**config.mk**
```make
export PLATFORM = sky130hd
export DESIGN_NAME = npu_layer_seq
export DESIGN_NICKNAME = d
export VERILOG_FILES = /design/src/rtl/npu_seq_pkg.sv /design/src/rtl/npu_layer_seq_out.sv /design/src/rtl/npu_layer_seq.sv
export SDC_FILE = /design/constraint.sdc
export NUM_CORES = 1
export LEC_CHECK = 0
export CAP_MARGIN = 15
export CORE_ASPECT_RATIO = 0.8
export CORE_UTILIZATION = 62
export CTS_BUF_LIST = sky130_fd_sc_hd__clkbuf_2 sky130_fd_sc_hd__clkbuf_4 sky130_fd_sc_hd__clkbuf_8
export DETAILED_ROUTE_END_ITERATION = 12
export GPL_TIMING_DRIVEN = 0
export PLACE_DENSITY = 0.88
export SYNTH_ARGS = -nofsm -noshare
export SYNTH_HDL_FRONTEND = slang
export SYNTH_HIERARCHICAL = 1
export SYNTH_SLANG_ARGS = --single-unit
```
**constraint.sdc**
```tcl
create_clock -name CLKEXT -period 4.8 [get_ports CLKEXT]
set_input_delay 0.48 -clock CLKEXT [delete_from_list [all_inputs] [get_ports CLKEXT]]
set_output_delay 0.48 -clock CLKEXT [all_outputs]
set_load 0.01 [all_outputs]
```
**src/rtl/npu_seq_pkg.sv**
```systemverilog
// Shared definitions for the NPU layer sequencer.
// Holds the default widths, both FSM state encodings, the accumulate-side
// control bundle and its state decode.
package npu_seq_pkg;

    localparam int unsigned CNT_W_DEF = 16;
    localparam int unsigned NRN_W_DEF = 8;
    localparam int unsigned N_OUT_DEF = 4;

    typedef enum logic [2:0] {
        S_IDLE = 3'd0,
        S_BIAS = 3'd1,
        S_ACC  = 3'd2,
        S_HOLD = 3'd3,
        S_LAST = 3'd4,
        S_WAIT = 3'd5
    } acc_state_t;

    typedef enum logic [1:0] {
        O_IDLE  = 2'd0,
        O_LOAD  = 2'd1,
        O_SHIFT = 2'd2,
        O_DONE  = 2'd3
    } out_state_t;

    typedef struct packed {
        logic en_buf_in;
        logic clr_buf_in;
        logic en_mac;
        logic rst_mac;
        logic en_relu;
        logic clr_piso_out;
    } acc_ctl_t;

    // Moore decode of the accumulate FSM; not_first enables ReLU capture in BIAS.
    function automatic acc_ctl_t acc_decode(input acc_state_t s, input logic not_first);
        acc_ctl_t c;
        c = '0;
        case (s)
            S_IDLE: begin
                c.clr_buf_in   = 1'b1;
                c.rst_mac      = 1'b1;
                c.clr_piso_out = 1'b1;
            end
            S_BIAS: begin
                c.en_mac     = 1'b1;
                c.rst_mac    = 1'b1;
                c.clr_buf_in = 1'b1;
                c.en_relu    = not_first;
            end
            S_ACC: begin
                c.en_buf_in = 1'b1;
                c.en_mac    = 1'b1;
            end
            S_LAST: begin
                c.en_mac  = 1'b1;
                c.en_relu = 1'b1;
            end
            default: ;
        endcase
        return c;
    endfunction

endpackage

```
**src/rtl/npu_layer_seq_out.sv**
```systemverilog
// npu_out_seq: output drain FSM (ReLU capture -> PISO load -> N_OUT write beats).
// Ports: i_clk, i_rst_n (async active-low), i_en_relu (start drain),
//        i_wr_ready (beat accept), o_out_done / o_out_idle (status to the
//        accumulate FSM), o_shift_out, o_en_piso_out, o_wr_en.
// Macro NPU_SEQ_BACKPRESSURE_EN: when defined, WR_READY=0 stalls O_SHIFT;
// otherwise WR_READY is ignored and O_SHIFT lasts exactly N_OUT cycles.
module npu_out_seq
    import npu_seq_pkg::*;
#(
    parameter int unsigned N_OUT = N_OUT_DEF
) (
    input  logic i_clk,
    input  logic i_rst_n,
    input  logic i_en_relu,
    input  logic i_wr_ready,
    output logic o_out_done,
    output logic o_out_idle,
    output logic o_shift_out,
    output logic o_en_piso_out,
    output logic o_wr_en
);

    localparam int unsigned BEAT_W = (N_OUT > 1) ? $clog2(N_OUT) : 1;
    localparam logic [BEAT_W-1:0] BEAT_LAST = BEAT_W'(N_OUT - 1);

    out_state_t        r_state, w_state_nxt;
    logic [BEAT_W-1:0] r_beat, w_beat_nxt;
    logic              r_shift_wr, w_shift_wr_nxt;
    logic              r_en_piso, w_en_piso_nxt;
    logic              w_ready;
    logic              w_beat_done;

`ifdef NPU_SEQ_BACKPRESSURE_EN
    assign w_ready = i_wr_ready;
`else
    logic w_unused_wr_ready;
    assign w_unused_wr_ready = i_wr_ready;
    assign w_ready = 1'b1;
`endif

    assign w_beat_done = (r_state == O_SHIFT) && w_ready;

    // Next state, beat counter and next-cycle output decode.
    always_comb begin
        w_state_nxt = r_state;
        w_beat_nxt  = r_beat;
        case (r_state)
            O_IDLE:  if (i_en_relu) w_state_nxt = O_LOAD;
            O_LOAD:  w_state_nxt = O_SHIFT;
            O_SHIFT: begin
                if (w_beat_done) begin
                    if (r_beat == BEAT_LAST) begin
                        w_state_nxt = O_DONE;
                        w_beat_nxt  = '0;
                    end else begin
                        w_beat_nxt = r_beat + BEAT_W'(1);
                    end
                end
            end
            O_DONE:  w_state_nxt = O_IDLE;
            default: w_state_nxt = O_IDLE;
        endcase
        w_shift_wr_nxt = (w_state_nxt == O_SHIFT);
        w_en_piso_nxt  = (w_state_nxt == O_LOAD) || (w_state_nxt == O_SHIFT);
    end

    // State, counter and output registers.
    always_ff @(posedge i_clk or negedge i_rst_n) begin
        if (!i_rst_n) begin
            r_state    <= O_IDLE;
            r_beat     <= '0;
            r_shift_wr <= 1'b0;
            r_en_piso  <= 1'b0;
        end else begin
            r_state    <= w_state_nxt;
            r_beat     <= w_beat_nxt;
            r_shift_wr <= w_shift_wr_nxt;
            r_en_piso  <= w_en_piso_nxt;
        end
    end

    assign o_out_done    = (r_state == O_DONE);
    assign o_out_idle    = (r_state == O_IDLE);
    assign o_shift_out   = r_shift_wr;
    assign o_wr_en       = r_shift_wr;
    // A stalled beat keeps the PISO word in place.
    assign o_en_piso_out = r_en_piso && (!r_shift_wr || w_ready);

    // A new result may only be captured once the previous one has drained.
    a_relu_when_idle: assert property (@(posedge i_clk) disable iff (!i_rst_n)
        i_en_relu |-> (r_state == O_IDLE));

endmodule

```
**src/rtl/npu_layer_seq.sv**
```systemverilog
// npu_layer_seq: layer sequencer for buffer -> MAC -> ReLU -> PISO -> write.
// Runs CFG_NEURONS neurons of CFG_LEN inputs per START, overlapping the
// output drain of one neuron with accumulation of the next, then pulses DONE.
// Ports: CLKEXT, RST_N (async active-low), START, CFG_LEN, CFG_NEURONS,
//        WR_READY in; datapath enables/clears, WR_EN, BUSY, DONE, NEURON_IDX out.
// Macro NPU_SEQ_BACKPRESSURE_EN enables WR_READY backpressure in npu_out_seq.
module npu_layer_seq
    import npu_seq_pkg::*;
#(
    parameter int unsigned CNT_W = CNT_W_DEF,
    parameter int unsigned NRN_W = NRN_W_DEF,
    parameter int unsigned N_OUT = N_OUT_DEF
) (
    input  logic             CLKEXT,
    input  logic             RST_N,
    input  logic             START,
    input  logic [CNT_W-1:0] CFG_LEN,
    input  logic [NRN_W-1:0] CFG_NEURONS,
    input  logic             WR_READY,
    output logic             EN_BUF_IN,
    output logic             CLR_BUF_IN,
    output logic             EN_MAC,
    output logic             RST_MAC,
    output logic             EN_RELU,
    output logic             SHIFT_OUT,
    output logic             EN_PISO_OUT,
    output logic             CLR_PISO_OUT,
    output logic             WR_EN,
    output logic             BUSY,
    output logic             DONE,
    output logic [NRN_W-1:0] NEURON_IDX
);

    acc_state_t       r_state, w_state_nxt;
    logic [CNT_W-1:0] r_cnt, w_cnt_nxt;
    logic [CNT_W-1:0] r_len_m1, w_len_m1_nxt;
    logic [NRN_W-1:0] r_idx, w_idx_nxt;
    logic [NRN_W-1:0] r_last_idx, w_last_idx_nxt;
    acc_ctl_t         r_ctl, w_ctl_nxt;
    logic             r_busy, w_busy_nxt;
    logic             r_done, w_done_nxt;
    logic             w_last;
    logic             w_out_idle;
    logic             w_out_done;

    assign w_last = (r_idx == r_last_idx);

    // Accumulate FSM: next state, counters and next-cycle output decode.
    always_comb begin
        w_state_nxt    = r_state;
        w_cnt_nxt      = r_cnt;
        w_len_m1_nxt   = r_len_m1;
        w_idx_nxt      = r_idx;
        w_last_idx_nxt = r_last_idx;
        w_done_nxt     = 1'b0;
        case (r_state)
            S_IDLE: begin
                if (START) begin
                    w_state_nxt    = S_BIAS;
                    w_idx_nxt      = '0;
                    w_len_m1_nxt   = (CFG_LEN == '0) ? '0 : CFG_LEN - CNT_W'(1);
                    w_last_idx_nxt = (CFG_NEURONS == '0) ? '0 : CFG_NEURONS - NRN_W'(1);
                end
            end
            S_BIAS: begin
                w_state_nxt = S_ACC;
                w_cnt_nxt   = r_len_m1;
            end
            S_ACC: begin
                if (r_cnt == '0) begin
                    // Hold off any ReLU capture (BIAS or LAST) until the drain is idle.
                    if (!w_out_idle) begin
                        w_state_nxt = S_HOLD;
                    end else if (w_last) begin
                        w_state_nxt = S_LAST;
                    end else begin
                        w_state_nxt = S_BIAS;
                        w_idx_nxt   = r_idx + NRN_W'(1);
                    end
                end else begin
                    w_cnt_nxt = r_cnt - CNT_W'(1);
                end
            end
            S_HOLD: begin
                if (w_out_idle) begin
                    if (w_last) begin
                        w_state_nxt = S_LAST;
                    end else begin
                        w_state_nxt = S_BIAS;
                        w_idx_nxt   = r_idx + NRN_W'(1);
                    end
                end
            end
            S_LAST: w_state_nxt = S_WAIT;
            S_WAIT: begin
                if (w_out_done) begin
                    w_state_nxt = S_IDLE;
                    w_done_nxt  = 1'b1;
                end
            end
            default: w_state_nxt = S_IDLE;
        endcase
        w_ctl_nxt  = acc_decode(w_state_nxt, w_idx_nxt != '0);
        w_busy_nxt = (w_state_nxt != S_IDLE);
    end

    // Accumulate FSM state, counters and registered outputs.
    always_ff @(posedge CLKEXT or negedge RST_N) begin
        if (!RST_N) begin
            r_state    <= S_IDLE;
            r_cnt      <= '0;
            r_len_m1   <= '0;
            r_idx      <= '0;
            r_last_idx <= '0;
            r_ctl      <= acc_decode(S_IDLE, 1'b0);
            r_busy     <= 1'b0;
            r_done     <= 1'b0;
        end else begin
            r_state    <= w_state_nxt;
            r_cnt      <= w_cnt_nxt;
            r_len_m1   <= w_len_m1_nxt;
            r_idx      <= w_idx_nxt;
            r_last_idx <= w_last_idx_nxt;
            r_ctl      <= w_ctl_nxt;
            r_busy     <= w_busy_nxt;
            r_done     <= w_done_nxt;
        end
    end

    npu_out_seq #(
        .N_OUT (N_OUT)
    ) u_out_seq (
        .i_clk         (CLKEXT),
        .i_rst_n       (RST_N),
        .i_en_relu     (r_ctl.en_relu),
        .i_wr_ready    (WR_READY),
        .o_out_done    (w_out_done),
        .o_out_idle    (w_out_idle),
        .o_shift_out   (SHIFT_OUT),
        .o_en_piso_out (EN_PISO_OUT),
        .o_wr_en       (WR_EN)
    );

    assign EN_BUF_IN    = r_ctl.en_buf_in;
    assign CLR_BUF_IN   = r_ctl.clr_buf_in;
    assign EN_MAC       = r_ctl.en_mac;
    assign RST_MAC      = r_ctl.rst_mac;
    assign EN_RELU      = r_ctl.en_relu;
    assign CLR_PISO_OUT = r_ctl.clr_piso_out;
    assign BUSY         = r_busy;
    assign DONE         = r_done;
    assign NEURON_IDX   = r_idx;

endmodule

```
==> metrics.txt, run 1 <==
status complete, no violations; fin crit period 2.896 ns; synth top area cells dfrtp_1 44%, nand2_1 5.4%, o21ai_0 5.3%; Slew HR 58.05%; Cells after Synth 393; postcts setup bufs 0; top_reg_cell synth dfrtp_1; vias 3248; # DRC 0; clk buf depth 2; pre-CTS setup slack 1.642 ns; setup tns final 0 ns; most common cell in the netlist dfrtp_1; chip height 69.81 um; H-Tree Depth 3; # setup viols final 0; detailed placement HPWL 6056 um; LEAKAGE 1.772 nW; actual slew at the worst max-slew pin 0.6269 ns; DR WL met3 657 um; Port Buffers 45; post-synthesis cell area 3563 sq um; max layer used met4; Inserted Clock Buffers 9; Post-CTS Resized 0; top cells by count, synth 62 x dfrtp_1, 51 x nand2_1, 38 x o21ai_0; Layout area overhead 21.31%; clock power share 16.6%; CTS hold repair buffers 0; Initial DRC Count 338; total gr overflow 0; power density cells 627.9 nW/um^2; Switch Pwr 1.133 mW; Pwr Total 2.714 mW; # diodes 0; Final Wtd Congestion 0.9631; Clk pin slew, worst setup/hold paths 0.07 ns; Peak VDD IR 0.0002366 V; GRT Total Usage 29.77%; Synth async-reset ratio 100.0%; post-synthesis average cell area 9.067 sq um; largest net degree at the start of global routing 44; Worst setup EP type flop; Placement Rows 24; number of max-cap violations 0; Startpoint Class flop; WL per Instance 15.21 um; vias in the first global route 2994; final hold violation count 0; syn nets 431; CP Class reg -> reg; fin. max-slew vios 0; initial antenna violation count 0; CTS Sinks 64; Critical Path RT 4.99 ns; reg2reg path depth 9; sequential fraction of the synthesis area 45.01%; layout filler cell count 385; WL met2 3684 um; FMAX 0.3453 GHz; die area 6057 sq um; critical path peak fanout 5; Yosys top cell area share 43.54%; flops & latches, synth 64; DRT met1 WL 3660 um; Antenna Nets Post-Route 0; final hold slack 0.09485 ns; Ys Warns 6; Boundary Pins 47; worst skew pair latency 0.35 ns; Gate power share 45.7%; first-pass GRT wire length 13910 um; Non-Filler Instances 533; nets 488; Cell variety after synth 59; EDFF count, synth 0; Core ar. 5495 sq um; final setup margin 1.904 ns; P_int 1.581 mW; DP Cell Count 517; Via density 6.094; sequential share of power 37.8%; Synth area leader dfrtp_1; unrepaired setup endpoints after global routing no; die width 86.76 um; clock skew 0.009020 ns; CTS tree done; Total Wirelength 8108 um; Pre-antenna DRT Iters 5; crit path DAT 3.09 ns; Hold Crit Class in -> async; Starting Density 64.85%; Sw Ratio 41.75%; layout cells sized above 1 8.571%; period utilization 60.33%; CTS root buffer clkbuf_8
==> metal layers <==
metal / track usage, % / up-vias
met5: 0 / -
met4: 10.00 / 0
met3: 7.857 / 13
met2: 44.18 / 186
met1: 42.44 / 1521
li1: - / 1528
==> cell type report <==
| cell class | count | area, sq um | area share [%] |
|---|---|---|---|
| Multi-Input combinational cell | 296 | 1814 | 41.97 |
| Sequential cell | 64 | 1604 | 37.11 |
| Timing Repair Buffer | 46 | 465.4 | 10.77 |
| Clock buffer | 11 | 138.9 | 3.213 |
| Tap cell | 78 | 97.59 | 2.258 |
| Buffer | 18 | 88.84 | 2.055 |
| Clock inverter | 5 | 57.56 | 1.331 |
| Inverter | 15 | 56.30 | 1.302 |
==> worst max-delay path, stage by stage (launching register included) <==
cell	delay, ns
dfrtp_1	0.41
inv_1	0.14
ha_1	0.19
nor4b_1	0.36
nand4_1	0.18
a21oi_1	0.42
o21ai_0	0.25
a32o_1	0.27
nor4_1	0.36
a41oi_1	0.18
==> flip-flops by register name (all words and copies together) (netlist names), 2 cells and up <==
name               count
r_last_idx             8
u_out_seq/r_beat       2
r_cnt                 16
NEURON_IDX             8
r_len_m1              16
u_out_seq/r_state      2
r_state                3
==> cell families (layout without fill, tap and decap cells) <==
| kind of cell | after synthesis | after routing | synth area share (%) |
|---|---|---|---|
| simple gates | 147 | 147 | 20.37 |
| xor+xnor | 23 | 23 | 5.653 |
| flops | 64 | 64 | 45.01 |
| buf+inv | 33 | 95 | 4.073 |
| mux | 6 | 6 | 1.861 |
| fa+ha+maj | 10 | 10 | 3.511 |
| compound gates | 110 | 110 | 19.52 |
==> power by group through the flow <==
stage	clock, mW	sequential, mW	combinational [mW]
after floorplan	0	0.984	0.823
after global placement	0	1.01	1.17
after detailed placement	0	1.03	1.22
after CTS	0.459	1.02	1.22
after global routing	0.479	1.06	1.38
final	0.449	1.03	1.24
==> placed cells by master, fill, tap and decap left out, drive strengths merged, types with 2 or more instances in the layout <==
cell and n:
xnor2 17, a21o 3, and3 2, o22ai 2
o21a 3, nand3b 2, mux2 2, xor2 6
buf 9, a32oi 2, clkdlybuf4s50 44, nand4 5
a22oi 5, o21ai 50, ha 10, a21oi 20
o41ai 2, o31ai 3, nor2 31, nor3 12
nand2b 5, clkinv 2, dfstp 2, nor2b 3
nor3b 2, o311ai 2, nand2 51, nand3 11
clkinvlp 3, dfrtp 62, a41oi 4, o211ai 2
nor4 6, clkbuf 22, mux2i 4, and2 3
or3 3, a31oi 5, inv 14, or4 7
==> worst paths after layout <==
path | from | endpoint | slack [ns]
max in group asynchronous | RST_N | RST_MAC$_DFF_PN1_ | 4.07
min | RST_N | r_last_idx[3]$_DFFE_PN0P_ | 0.09
max reg2reg | r_cnt[0]$_DFFE_PN0P_ | EN_RELU$_DFF_PN0_ | 1.90
min reg2reg | r_len_m1[5]$_DFFE_PN0P_ | r_len_m1[5]$_DFFE_PN0P_ | 0.49
min in group CLKEXT | r_len_m1[5]$_DFFE_PN0P_ | r_len_m1[5]$_DFFE_PN0P_ | 0.49
max | r_cnt[0]$_DFFE_PN0P_ | EN_RELU$_DFF_PN0_ | 1.90
==> metrics by stage <==
step	area [sq um]	utilization, %
after floorplan	3563	-
after global placement	4111	74.82
after detailed placement	4126	75.09
after CTS	4323	78.67
after global routing	4323	78.67
final	4323	78.67
Power figures use the tool's default switching activity.
==> run 2, diff against run 1 <==
Settings changed: CORE_UTILIZATION 62 to 57, PLACE_DENSITY 0.88 to 0.82.
Clock period 4.8 ns to 2.9 ns, I/O delays scaled along.
==> metrics.txt, run 2 (same netlist as run 1, synthesis figures left out) <==
total gr overflow 0; Final Wtd Congestion 0.9125; R2R Path Start r_cnt[2]$_DFFE_PN0P_; die width 90.40 um; first-pass GRT wire length 13680 um; Peak VDD IR 0.0003622 V; fin. max-slew vios 0; unrepaired setup endpoints after global routing no; actual slew at the worst max-slew pin 0.6090 ns; final hold violation count 0; CTS tree done; Port Buffers 45; Pre-antenna DRT Iters 5; Via density 6.034; final core utilization 73.38%; clk buf depth 2; Hold Crit Class in -> async; Critical Path RT 3.13 ns; Antenna Nets Post-Route 0; Initial DRC Count 352; Inserted Clock Buffers 9; Boundary Pins 47; fin crit period 2.662 ns; clock skew 0.007259 ns; Layout area overhead 23.03%; H-Tree Depth 3; Placement Rows 25; Clk pin slew, worst setup/hold paths 0.07 ns; period utilization 91.78%; layout filler cell count 454; initial antenna violation count 0; CTS Sinks 64; critical path peak fanout 10; WL per Instance 15.33 um; crit path DAT 2.89 ns; vias in the first global route 2883; Starting Density 59.64%; Startpoint Class primary input; CP Class in -> reg; GRT Total Usage 26.76%; setup tns final 0 ns; nets 489; postcts setup bufs 0; # diodes 0; LEAKAGE 1.796 nW; die area 6574 sq um; Core ar. 5974 sq um; Slew HR 59.25%; status complete, no violations; # setup viols final 0; top flop regs r_cnt: 16 flops, r_len_m1: 16 flops; CP startpoint CFG_LEN[0]; Worst setup EP type flop; Total Wirelength 8234 um; number of max-cap violations 0; FMAX 0.3757 GHz; worst skew pair latency 0.34 ns; CTS root buffer clkbuf_8; vias 3240; detailed placement HPWL 6085 um; largest net degree at the start of global routing 42; power density cells 1054 nW/um^2; layout cells sized above 1 9.211%; most common cell after layout, fill and taps aside dfrtp_1; chip height 72.72 um; most frequent cells in the layout 62 x dfrtp_1, 51 x nand2_1, 44 x clkdlybuf4s50_1, 38 x o21ai_0, 29 x nor2_1; # DRC 0
[run 2: layout make-up]
class | instances | area, sq um | share of cell area [%]
clock buffer | 9 | 123.9 | 2.825
inverter | 15 | 56.30 | 1.284
clock inverter | 7 | 102.6 | 2.340
multi-input combinational | 296 | 1832 | 41.78
tap | 81 | 101.3 | 2.312
buffer | 18 | 88.84 | 2.026
sequential | 64 | 1604 | 36.59
timing repair buffer | 47 | 475.5 | 10.84
[run 2: routing by layer]
layer | part of all wire, % | GRT usage, %
met1 | 46 | 38.66
met2 | 45 | 40.54
met4 | 1.7 | 10.75
met5 | 0 | 0
met3 | 7.7 | 4.688
[run 2: timing repair]
action,CTS,global route
gates resized for setup,0,4
hold buffers,1,0
endpoints found under the hold margin,23,0
endpoints found under the setup margin,0,1
[run 2: per-stage QoR]
step	area [sq um]	hold slack, ns	cells	setup slack [ns]	total power [mW]
after global routing	4384	0.5088	537	0.05820	4.951
final	4384	0.4568	537	0.2383	4.619
after global placement	4115	0.4663	519	-0.3894	3.619
after CTS	4367	0.4636	537	0.07882	4.566
after floorplan	3563	-0.005591	393	0.5895	2.990
after detailed placement	4130	0.2977	520	-0.1238	3.686
[run 2: worst paths after layout]
| kind | cells after the start | slack, ns | endpoint |
|---|---|---|---|
| setup / recovery | 10 | 0.24 | r_len_m1[8]$_DFFE_PN0P_ |
| hold / removal | 2 | 0.46 | u_out_seq/r_beat[0]$_DFFE_PN0N_ |
| setup reg to reg | 7 | 0.24 | EN_RELU$_DFF_PN0_ |
| hold reg to reg | 2 | 0.49 | r_len_m1[5]$_DFFE_PN0P_ |
| max in group asynchronous | 3 | 1.80 | RST_MAC$_DFF_PN1_ |
| min in group CLKEXT | 2 | 0.49 | r_len_m1[5]$_DFFE_PN0P_ |
[run 2: critical path, stage by stage]
cell and delay (ns):
clkdlybuf4s50_1 0.45, inv_1 0.08, ha_1 0.18, nand2_1 0.11
or4_1 0.47, or4_1 0.41, buf_2 0.17, o41ai_4 0.42
buf_4 0.24, o21ai_1 0.08
[run 2: where the power goes]
group / internal [mW] / switching (mW) / leakage [nW]
Sequential: 1.32 / 0.381 / 0.770
Clock: 0.494 / 0.377 / 0.111
Combinational: 0.886 / 1.16 / 0.916
==> run 3, diff against run 2 <==
Settings changed: ABC_AREA set to 0, CORE_MARGIN set to 5.
==> metrics.txt, run 3 (same netlist as run 1, synthesis figures left out) <==
status complete, no violations; CP Class in -> reg; most common cell after layout, fill and taps aside dfrtp_1; Antenna Nets Post-Route 0; vias in the first global route 3112; pre-CTS setup slack -0.1237 ns; Clk pin slew, worst setup/hold paths 0.08 ns; CTS root buffer clkbuf_8; initial antenna violation count 0; first-pass GRT wire length 14680 um; Via density 6.024; final hold violation count 0; Critical Path RT 3.13 ns; postcts setup bufs 0; power density cells 1073 nW/um^2; Peak VDD IR 0.0004305 V; R2R setup slack 0.26 ns; period utilization 92.33%; Inserted Clock Buffers 9; die area 7943 sq um; LEAKAGE 1.809 nW; Worst setup EP type flop; die width 98.40 um; GRT Total Usage 22.98%; Hold Crit Class in -> async; Placement Rows 25; slowest CP cell clkdlybuf4s50_1; Pre-antenna DRT Iters 6; WL per Instance 16.10 um; top flop regs r_cnt: 16 flops, r_len_m1: 16 flops; layout filler cell count 451; CTS tree done; Slew HR 63.19%; # setup viols final 0; final setup margin 0.2224 ns; Core ar. 6006 sq um; detailed placement HPWL 6241 um; reg2reg path depth 10; clk buf depth 2; Port Buffers 45; CP cell instances clkdlybuf4s50_1, inv_1, ha_1, nand2_1, or4_1, or4_1, buf_2, o41ai_4, buf_4, o21ai_1; # DRC 0; total gr overflow 0; Initial DRC Count 232; Final Wtd Congestion 0.9396; actual slew at the worst max-slew pin 0.5453 ns; Total Wirelength 8644 um; CTS Sinks 64; R2R Path Start r_cnt[0]$_DFFE_PN0P_; number of max-cap violations 0; nets 489; CP max stage delay 0.46 ns; R2R Path End r_cnt[0]$_DFFE_PN0P_; H-Tree Depth 3; most frequent cells in the layout 62 x dfrtp_1, 51 x nand2_1, 44 x clkdlybuf4s50_1, 38 x o21ai_0, 29 x nor2_1; most used cell, CP or4_1; Startpoint Class primary input; vias 3235; critical path peak fanout 10; Boundary Pins 47; final core utilization 73.71%; worst skew pair latency 0.34 ns; Starting Density 59.33%; fin. max-slew vios 0; # diodes 0; setup tns final 0 ns; crit path DAT 2.90 ns; FMAX 0.3735 GHz; Pwr Total 4.752 mW; layout cells sized above 1 10.31%; chip height 80.72 um; Layout area overhead 24.23%; fin crit period 2.678 ns; largest net degree at the start of global routing 43; area occupied by multi-input gates 1852 sq um; clock skew 0.009090 ns; register area 1604 sq um
[run 3: cell count changes in the layout (fill, tap and decap cells not counted), sizes merged]
cell,change
inv,-3
bufinv,+1
clkbuf,+1
clkinv,+1
clkinvlp,+1
buf,-1
[run 3: layer usage]
metal	vias up	wire (um)	GRT usage [%]	share of wire (%)
li1	1535	-	-	-
met1	1542	3912	30.92	45
met2	148	3975	37.11	46
met3	10	662	5.469	7.7
met4	0	93	7.231	1.1
met5	-	0	0	0
[run 3: worst max path at each step]
stage,start,to,slack [ns],cells past startpoint
after floorplan,r_cnt[4]$_DFFE_PN0P_,r_cnt[15]$_DFFE_PN0P_,0.59,8
after global placement,RST_N,r_len_m1[1]$_DFFE_PN0P_,-0.40,1
after detailed placement,CFG_LEN[0],r_len_m1[13]$_DFFE_PN0P_,-0.12,10
after CTS,r_cnt[0]$_DFFE_PN0P_,EN_RELU$_DFF_PN0_,0.03,9
after global routing,r_cnt[0]$_DFFE_PN0P_,EN_RELU$_DFF_PN0_,-0.01,9
final,CFG_LEN[0],r_len_m1[7]$_DFFE_PN0P_,0.22,10
[run 3: stage by stage]
step                      std cells  hold slack, ns  cell area, sq um
final                           537          0.4510              4427
after CTS                       537          0.4797              4384
after detailed placement        520          0.2960              4130
after global routing            537          0.4978              4427
after global placement          519          0.4658              4115
after floorplan                 393       -0.005591              3563
[run 3: worst max-delay path, delay by kind of cell]
| family | cells | cell delay [ns] |
|---|---|---|
| AND/OR/NAND/NOR | 3 | 0.97 |
| buffers and inverters | 4 | 0.95 |
| AO/OA/AOI/OAI | 2 | 0.49 |
| adder cells (fa/ha/maj) | 1 | 0.17 |
[run 3: area by class of cell]
cell class	count	area share (%)
Tap cell	81	2.289
Clock inverter	7	2.713
Sequential cell	64	36.24
Buffer	18	2.035
Inverter	15	1.357
Clock buffer	9	2.798
Multi-Input combinational cell	296	41.83
Timing Repair Buffer	47	10.74
[run 3: where the power goes]
group,internal [mW],total (mW),switching [mW]
clock network,0.572,0.942,0.370
registers,1.32,1.70,0.378
logic,0.902,2.11,1.21
[run 3: repair_timing]
item / CTS / global route
endpoints found under the hold margin: 22 / 0
setup endpoints to repair: 0 / 3
hold buffers: 1 / 0
resized for setup: 0 / 9
